### src/rtl/mc_rfr_sched.sv
// Refresh scheduler: counts owed refreshes, takes the command bus from the main FSM,
// then issues one precharge-all and an auto-refresh per chip select needing refresh.
module mc_rfr_sched #(
    parameter int unsigned DEBT_MAX = 7,
    parameter int unsigned URG_LVL  = 4
) (
    input  logic       clk,
    input  logic       rst,
    input  logic       rfr_req,
    output logic       rfr_ack,
    input  logic [7:0] cs_need_rfr,
    input  logic       mem_busy,
    input  logic [3:0] trp,
    input  logic [3:0] trfc,
    output logic       rfr_busy,
    output logic       rfr_urgent,
    output logic       cmd_pre,
    output logic       cmd_ref,
    output logic [7:0] cmd_cs,
    output logic [2:0] debt,
    output logic       rfr_ovf
);
    localparam int unsigned CS_W   = 8;
    localparam int unsigned DEBT_W = 3;
    localparam int unsigned CNT_W  = 4;
    localparam logic [DEBT_W-1:0] DEBT_TOP = DEBT_W'(DEBT_MAX);
    localparam logic [DEBT_W-1:0] URG_TH   = DEBT_W'(URG_LVL);

    typedef enum logic [2:0] {IDLE, WAIT, PRE, TRP, REF, TRFC, DONE} state_t;

    state_t            state, state_nxt;
    logic [CS_W-1:0]   msk, msk_nxt;
    logic [CS_W-1:0]   ptr, ptr_nxt;
    logic [CS_W-1:0]   low_bit, cs_nxt;
    logic [CNT_W-1:0]  cnt, cnt_nxt;
    logic [CNT_W-1:0]  trp_ld, trfc_ld;
    logic [DEBT_W-1:0] debt_nxt;
    logic              accept, held_off, round_done;

    // ptr is kept one-hot; low_bit isolates the lowest chip select still owed a refresh
    assign low_bit = msk & (~msk + CS_W'(1));
    assign trp_ld  = (trp  == '0) ? CNT_W'(1) : trp;
    assign trfc_ld = (trfc == '0) ? CNT_W'(1) : trfc;

    assign accept     = rfr_req & ~rfr_ack & (debt < DEBT_TOP);
    assign held_off   = rfr_req & ~rfr_ack & (debt == DEBT_TOP);
    assign round_done = (state == DONE);

    // Next-state, round bookkeeping and next values of the registered outputs
    always_comb begin
        state_nxt = state;
        msk_nxt   = msk;
        ptr_nxt   = ptr;
        cnt_nxt   = cnt;
        cs_nxt    = '0;
        debt_nxt  = debt;

        case (state)
            IDLE: if (debt != '0) state_nxt = WAIT;
            WAIT: begin
                if (!mem_busy) begin
                    msk_nxt   = cs_need_rfr;
                    state_nxt = (cs_need_rfr == '0) ? DONE : PRE;
                end
            end
            PRE: begin
                cnt_nxt   = trp_ld;
                state_nxt = TRP;
            end
            TRP: begin
                if (cnt == CNT_W'(1)) begin
                    ptr_nxt   = low_bit;
                    state_nxt = REF;
                end else begin
                    cnt_nxt = cnt - CNT_W'(1);
                end
            end
            REF: begin
                msk_nxt   = msk & ~ptr;
                cnt_nxt   = trfc_ld;
                state_nxt = TRFC;
            end
            TRFC: begin
                if (cnt == CNT_W'(1)) begin
                    if (msk != '0) begin
                        ptr_nxt   = low_bit;
                        state_nxt = REF;
                    end else begin
                        state_nxt = DONE;
                    end
                end else begin
                    cnt_nxt = cnt - CNT_W'(1);
                end
            end
            DONE:    state_nxt = IDLE;
            default: state_nxt = IDLE;
        endcase

        if (state_nxt == PRE)      cs_nxt = msk_nxt;
        else if (state_nxt == REF) cs_nxt = ptr_nxt;

        case ({accept, round_done})
            2'b10:   debt_nxt = debt + DEBT_W'(1);
            2'b01:   debt_nxt = debt - DEBT_W'(1);
            default: debt_nxt = debt;
        endcase
    end

    // Strobes are decoded from the next state so they line up with the state they belong to
    always_ff @(posedge clk or posedge rst) begin
        if (rst) begin
            state      <= IDLE;
            msk        <= '0;
            ptr        <= '0;
            cnt        <= '0;
            debt       <= '0;
            rfr_ack    <= 1'b0;
            rfr_ovf    <= 1'b0;
            rfr_urgent <= 1'b0;
            rfr_busy   <= 1'b0;
            cmd_pre    <= 1'b0;
            cmd_ref    <= 1'b0;
            cmd_cs     <= '0;
        end else begin
            state      <= state_nxt;
            msk        <= msk_nxt;
            ptr        <= ptr_nxt;
            cnt        <= cnt_nxt;
            debt       <= debt_nxt;
            rfr_ack    <= accept;
            rfr_ovf    <= rfr_ovf | held_off;
            rfr_urgent <= (debt >= URG_TH);
            rfr_busy   <= (state_nxt != IDLE);
            cmd_pre    <= (state_nxt == PRE);
            cmd_ref    <= (state_nxt == REF);
            cmd_cs     <= cs_nxt;
        end
    end
endmodule

### config.mk
export PLATFORM = sky130hd
export DESIGN_NAME = mc_rfr_sched
export DESIGN_NICKNAME = d
export VERILOG_FILES = /design/src/rtl/mc_rfr_sched.sv
export SDC_FILE = /design/constraint.sdc
export NUM_CORES = 1
export LEC_CHECK = 0
export CORE_ASPECT_RATIO = 1.75
export CORE_MARGIN = 2
export CORE_UTILIZATION = 47
export CTS_CLUSTER_SIZE = 8
export DETAILED_ROUTE_END_ITERATION = 12
export GPL_ROUTABILITY_DRIVEN = 0
export PLACE_DENSITY = 0.75
export SKIP_CTS_REPAIR_TIMING = 1
export SLEW_MARGIN = 20
export SYNTH_ARGS = -nofsm -noshare
export SYNTH_HDL_FRONTEND = slang
export SYNTH_SLANG_ARGS = --single-unit
### constraint.sdc
create_clock -name clk -period 1.88 [get_ports clk]
set_input_delay 0.282 -clock clk [delete_from_list [all_inputs] [get_ports clk]]
set_output_delay 0.282 -clock clk [all_outputs]
set_load 0.01 [all_outputs]
==> run summary <==
LOGIC SYNTHESIS
------------------------------------------------------------------------------------
Warnings, synthesis ...................................................            0
Post-synth cell types .................................................           52
Simple logic cell fraction of the synthesized area ....................        17.5%
Area fraction of the dominant cell type after synthesis ...............        48.2%
EDFF count, synth .....................................................            0
Multiplexer fraction of the synthesized cell area .....................        8.86%
Syn Std Cell Area .....................................................     2080 µm²
Syn_area_per_cell .....................................................     10.5 µm²
Share of flip-flops with an asynchronous set or reset after synthesis .         100%
Sequential-to-total area share from yosys stat ........................        48.2%
Post-Synth XOR/XNOR Area ..............................................        1.69%
Post-synthesis compound-gate area fraction ............................        15.6%
Main flop type after synthesis ........................................      dfrtp_1
Syn Inst Count ........................................................          198
Library cell occupying the most area in the post-synthesis netlist ....      dfrtp_1
Adder-cell share of the synthesized area ..............................        2.77%
Main combinational cell family by area after synthesis ................ simple AND/OR/NAND/NOR gates
Post-synthesis net count ..............................................          222
Main area contributors after synthesis ................................ dfrtp_1 48%, o21ai_0 6.0%, mux2i_1 5.8%
Flip-flop and latch count after synthesis .............................           40

SETUP PATH
------------------------------------------------------------------------------------
Class of the most critical setup path .................................   reg -> reg
Endpoint arrival time on the critical path ............................      1.98 ns
Startpoint type of the worst setup path ...............................    flip-flop
Critical path capture point type ......................................    flip-flop
CP peak stage delay ...................................................      0.40 ns
Critical path's slowest cell ..........................................      dfrtp_1
Origin of the worst setup path ........................................       cnt[1]
WP data required ......................................................      2.05 ns
Crit-path max FO ......................................................            5
Worst r2r src .........................................................       cnt[1]
Cell-by-cell listing of the critical path ............................. inv_1 -> ha_1 -> and4bb_2 -> a31oi_4 -> buf_4 -> mux2_2

GLOBAL ROUTE
------------------------------------------------------------------------------------
Number of antenna violations at the first check in global routing .....            0
Number of global-route vias before repair .............................        1,760
Remaining global-route overflow .......................................            0
Wire length of the first global-routing pass ..........................      7720 µm
Total routing resource utilization after global routing ...............        20.9%
Largest net degree at the start of global routing .....................           41

ROUTE
------------------------------------------------------------------------------------
Routed Antenna Nets ...................................................            0
TritonRoute pass-1 iters ..............................................            4
Detailed-route wire length per cell ...................................      15.8 µm
Via density per instance ..............................................         5.75
DRC ...................................................................            0
Via total after detailed routing ......................................        1,743
Final wirelength ......................................................      4790 µm
DR iter-0 viols .......................................................           53

STA
------------------------------------------------------------------------------------
Setup tns final .......................................................         0 ns
Worst-Margin Slew .....................................................     0.580 ns
Max-slew headroom at the worst pin ....................................        60.8%
Max Clock Freq ........................................................      552 MHz
Post-route minimum period .............................................      1.81 ns
Final worst-path cycle share ..........................................        96.4%
Fin. max-slew vios ....................................................            0
Smallest hold slack ...................................................     0.413 ns
Final WS setup ........................................................    0.0684 ns
Final-report setup violation count ....................................            0
Worst clock skew ......................................................   0.00305 ns
Hold Fails Final Rpt ..................................................            0

CLOCK NETWORK
------------------------------------------------------------------------------------
Count of H-tree levels built during CTS ...............................            2
Clk_lat worst skew ....................................................      0.28 ns
Clock-pin slew on the worst setup and hold paths ......................      0.08 ns
TritonCTS clock tree ..................................................        built
Root Buffer Master ....................................................     clkbuf_8
Buffers from clock root to sink, at most ..............................            2
Sink Count ............................................................           40
Cts bufs inserted .....................................................            5

FLOORPLANNING
------------------------------------------------------------------------------------
Width of the die ......................................................      54.3 µm
Core box area .........................................................     4320 µm²
Area enclosed by the die boundary .....................................     4990 µm²
Initial core utilization ..............................................        48.0%
Overall die height ....................................................      91.9 µm
Number of rows in the core area .......................................           32
Number of top-level pins ..............................................           37

FINAL LAYOUT
------------------------------------------------------------------------------------
Number of antenna cells inserted ......................................            0
Share of post-route cells with drive strength above 1 .................        18.7%
Finished Core Util ....................................................        62.8%
Fillers ...............................................................          366
Area delta synth->final ...............................................        30.7%
Nets ..................................................................          276

PWR
------------------------------------------------------------------------------------
Total leakage power ...................................................      1.15 nW
Highest ir drop seen on vdd ...........................................       871 µV
Power per cell area ...................................................  1520 nW/µm²

PLACE
------------------------------------------------------------------------------------
Number of port buffers ................................................           36
Setup slack at placement ..............................................    -0.120 ns
Estimated wirelength of the detail-placed design ......................      3610 µm

JOB
------------------------------------------------------------------------------------
Number of maximum-capacitance constraint violations ...................            0

RUN STATUS
------------------------------------------------------------------------------------
Outcome ............................................................... finished, final reports clean

MIN PATH
------------------------------------------------------------------------------------
Classification of the worst-slack hold path ...........................  in -> async

final cells by class:
type                    count  area [µm²]  area share (%)
inverters                  12        47.5            1.75
well taps                  51        63.8            2.35
flip-flops and latches     40        1000            36.9
multi-input cells         133         982            36.2
clock buffers               6        72.6            2.67
repair buffers             60         541            19.9
clock inverters             1        5.00           0.184
where the power goes:
group	total, mW	internal [mW]	switching (mW)
clock	0.540	0.253	0.287
combinational	2.10	1.08	1.02
sequential	1.49	1.20	0.286
stage by stage:
step	power, mW	cells	area, µm²
2_1_floorplan	2.71	198	2080
3_3_place_gp	3.49	295	2610
3_5_place_dp	3.55	295	2610
4_1_cts	4.09	302	2690
5_1_grt	4.41	303	2710
6_report	4.13	303	2710
synth_stat cells, drive strengths merged (4+ instances only):
cell,instances
a22o,4
buf,7
clkbuf,6
dfrtp,40
inv,12
mux2,5
mux2i,12
nand2,8
nand2b,5
nor2,8
nor2b,4
nor3,10
nor4,6
o21ai,25
final timing paths:
| kind | endpoint | slack (ns) | cells past startpoint |
|---|---|---|---|
| setup / recovery | ptr[0] | 0.07 | 6 |
| hold / removal | cmd_cs[5] | 0.41 | 3 |
| setup reg to reg | ptr[0] | 0.07 | 6 |
| hold reg to reg | msk[1] | 0.45 | 1 |
| max in group asynchronous | state[0] | 1.07 | 3 |
| min in group clk | msk[1] | 0.45 | 1 |
kinds of logic (layout without fill, tap and decap cells):
kind of cell | Yosys count | in the layout
AOI/OAI and AO/OA | 49 | 49
xor gates and xnor gates | 4 | 4
adders and majority gates | 4 | 4
buffers and inverters | 25 | 79
DFF | 40 | 40
muxes | 17 | 17
and+or+nand+nor | 59 | 59
registers in the layout, indices dropped and copies added (netlist names), 3 cells and up:
| register | cells |
|---|---|
| cmd_cs | 8 |
| msk | 8 |
| ptr | 8 |
| cnt | 4 |
| debt | 3 |
| state | 3 |
worst max-delay path: cells and delay by family (launching register included):
kind	cells	cell delay (ns)
flip-flops	1	0.40
multiplexers	1	0.32
AO/OA/AOI/OAI	1	0.29
buffers and inverters	2	0.25
AND/OR/NAND/NOR	1	0.25
adder cells (fa/ha/maj)	1	0.19
layout by cell type (no fill, tap or decap), types with 4 or more instances in the layout:
cell,n
a22o_1,4
buf_4,24
clkbuf_8,5
clkdlybuf4s50_1,36
dfrtp_1,39
inv_1,11
mux2i_1,12
nand2_1,7
nand2b_1,5
nor2_1,8
nor3_1,10
nor4_1,4
o21ai_0,25
routing by layer:
layer	up-vias	GRT usage (%)	routed length (µm)
li1	820	-	-
met1	865	22.4	1880
met2	43	37.4	2650
met3	15	3.42	116
met4	0	9.58	142
met5	-	0	0
No activity file was read; power rests on OpenSTA's default activity.
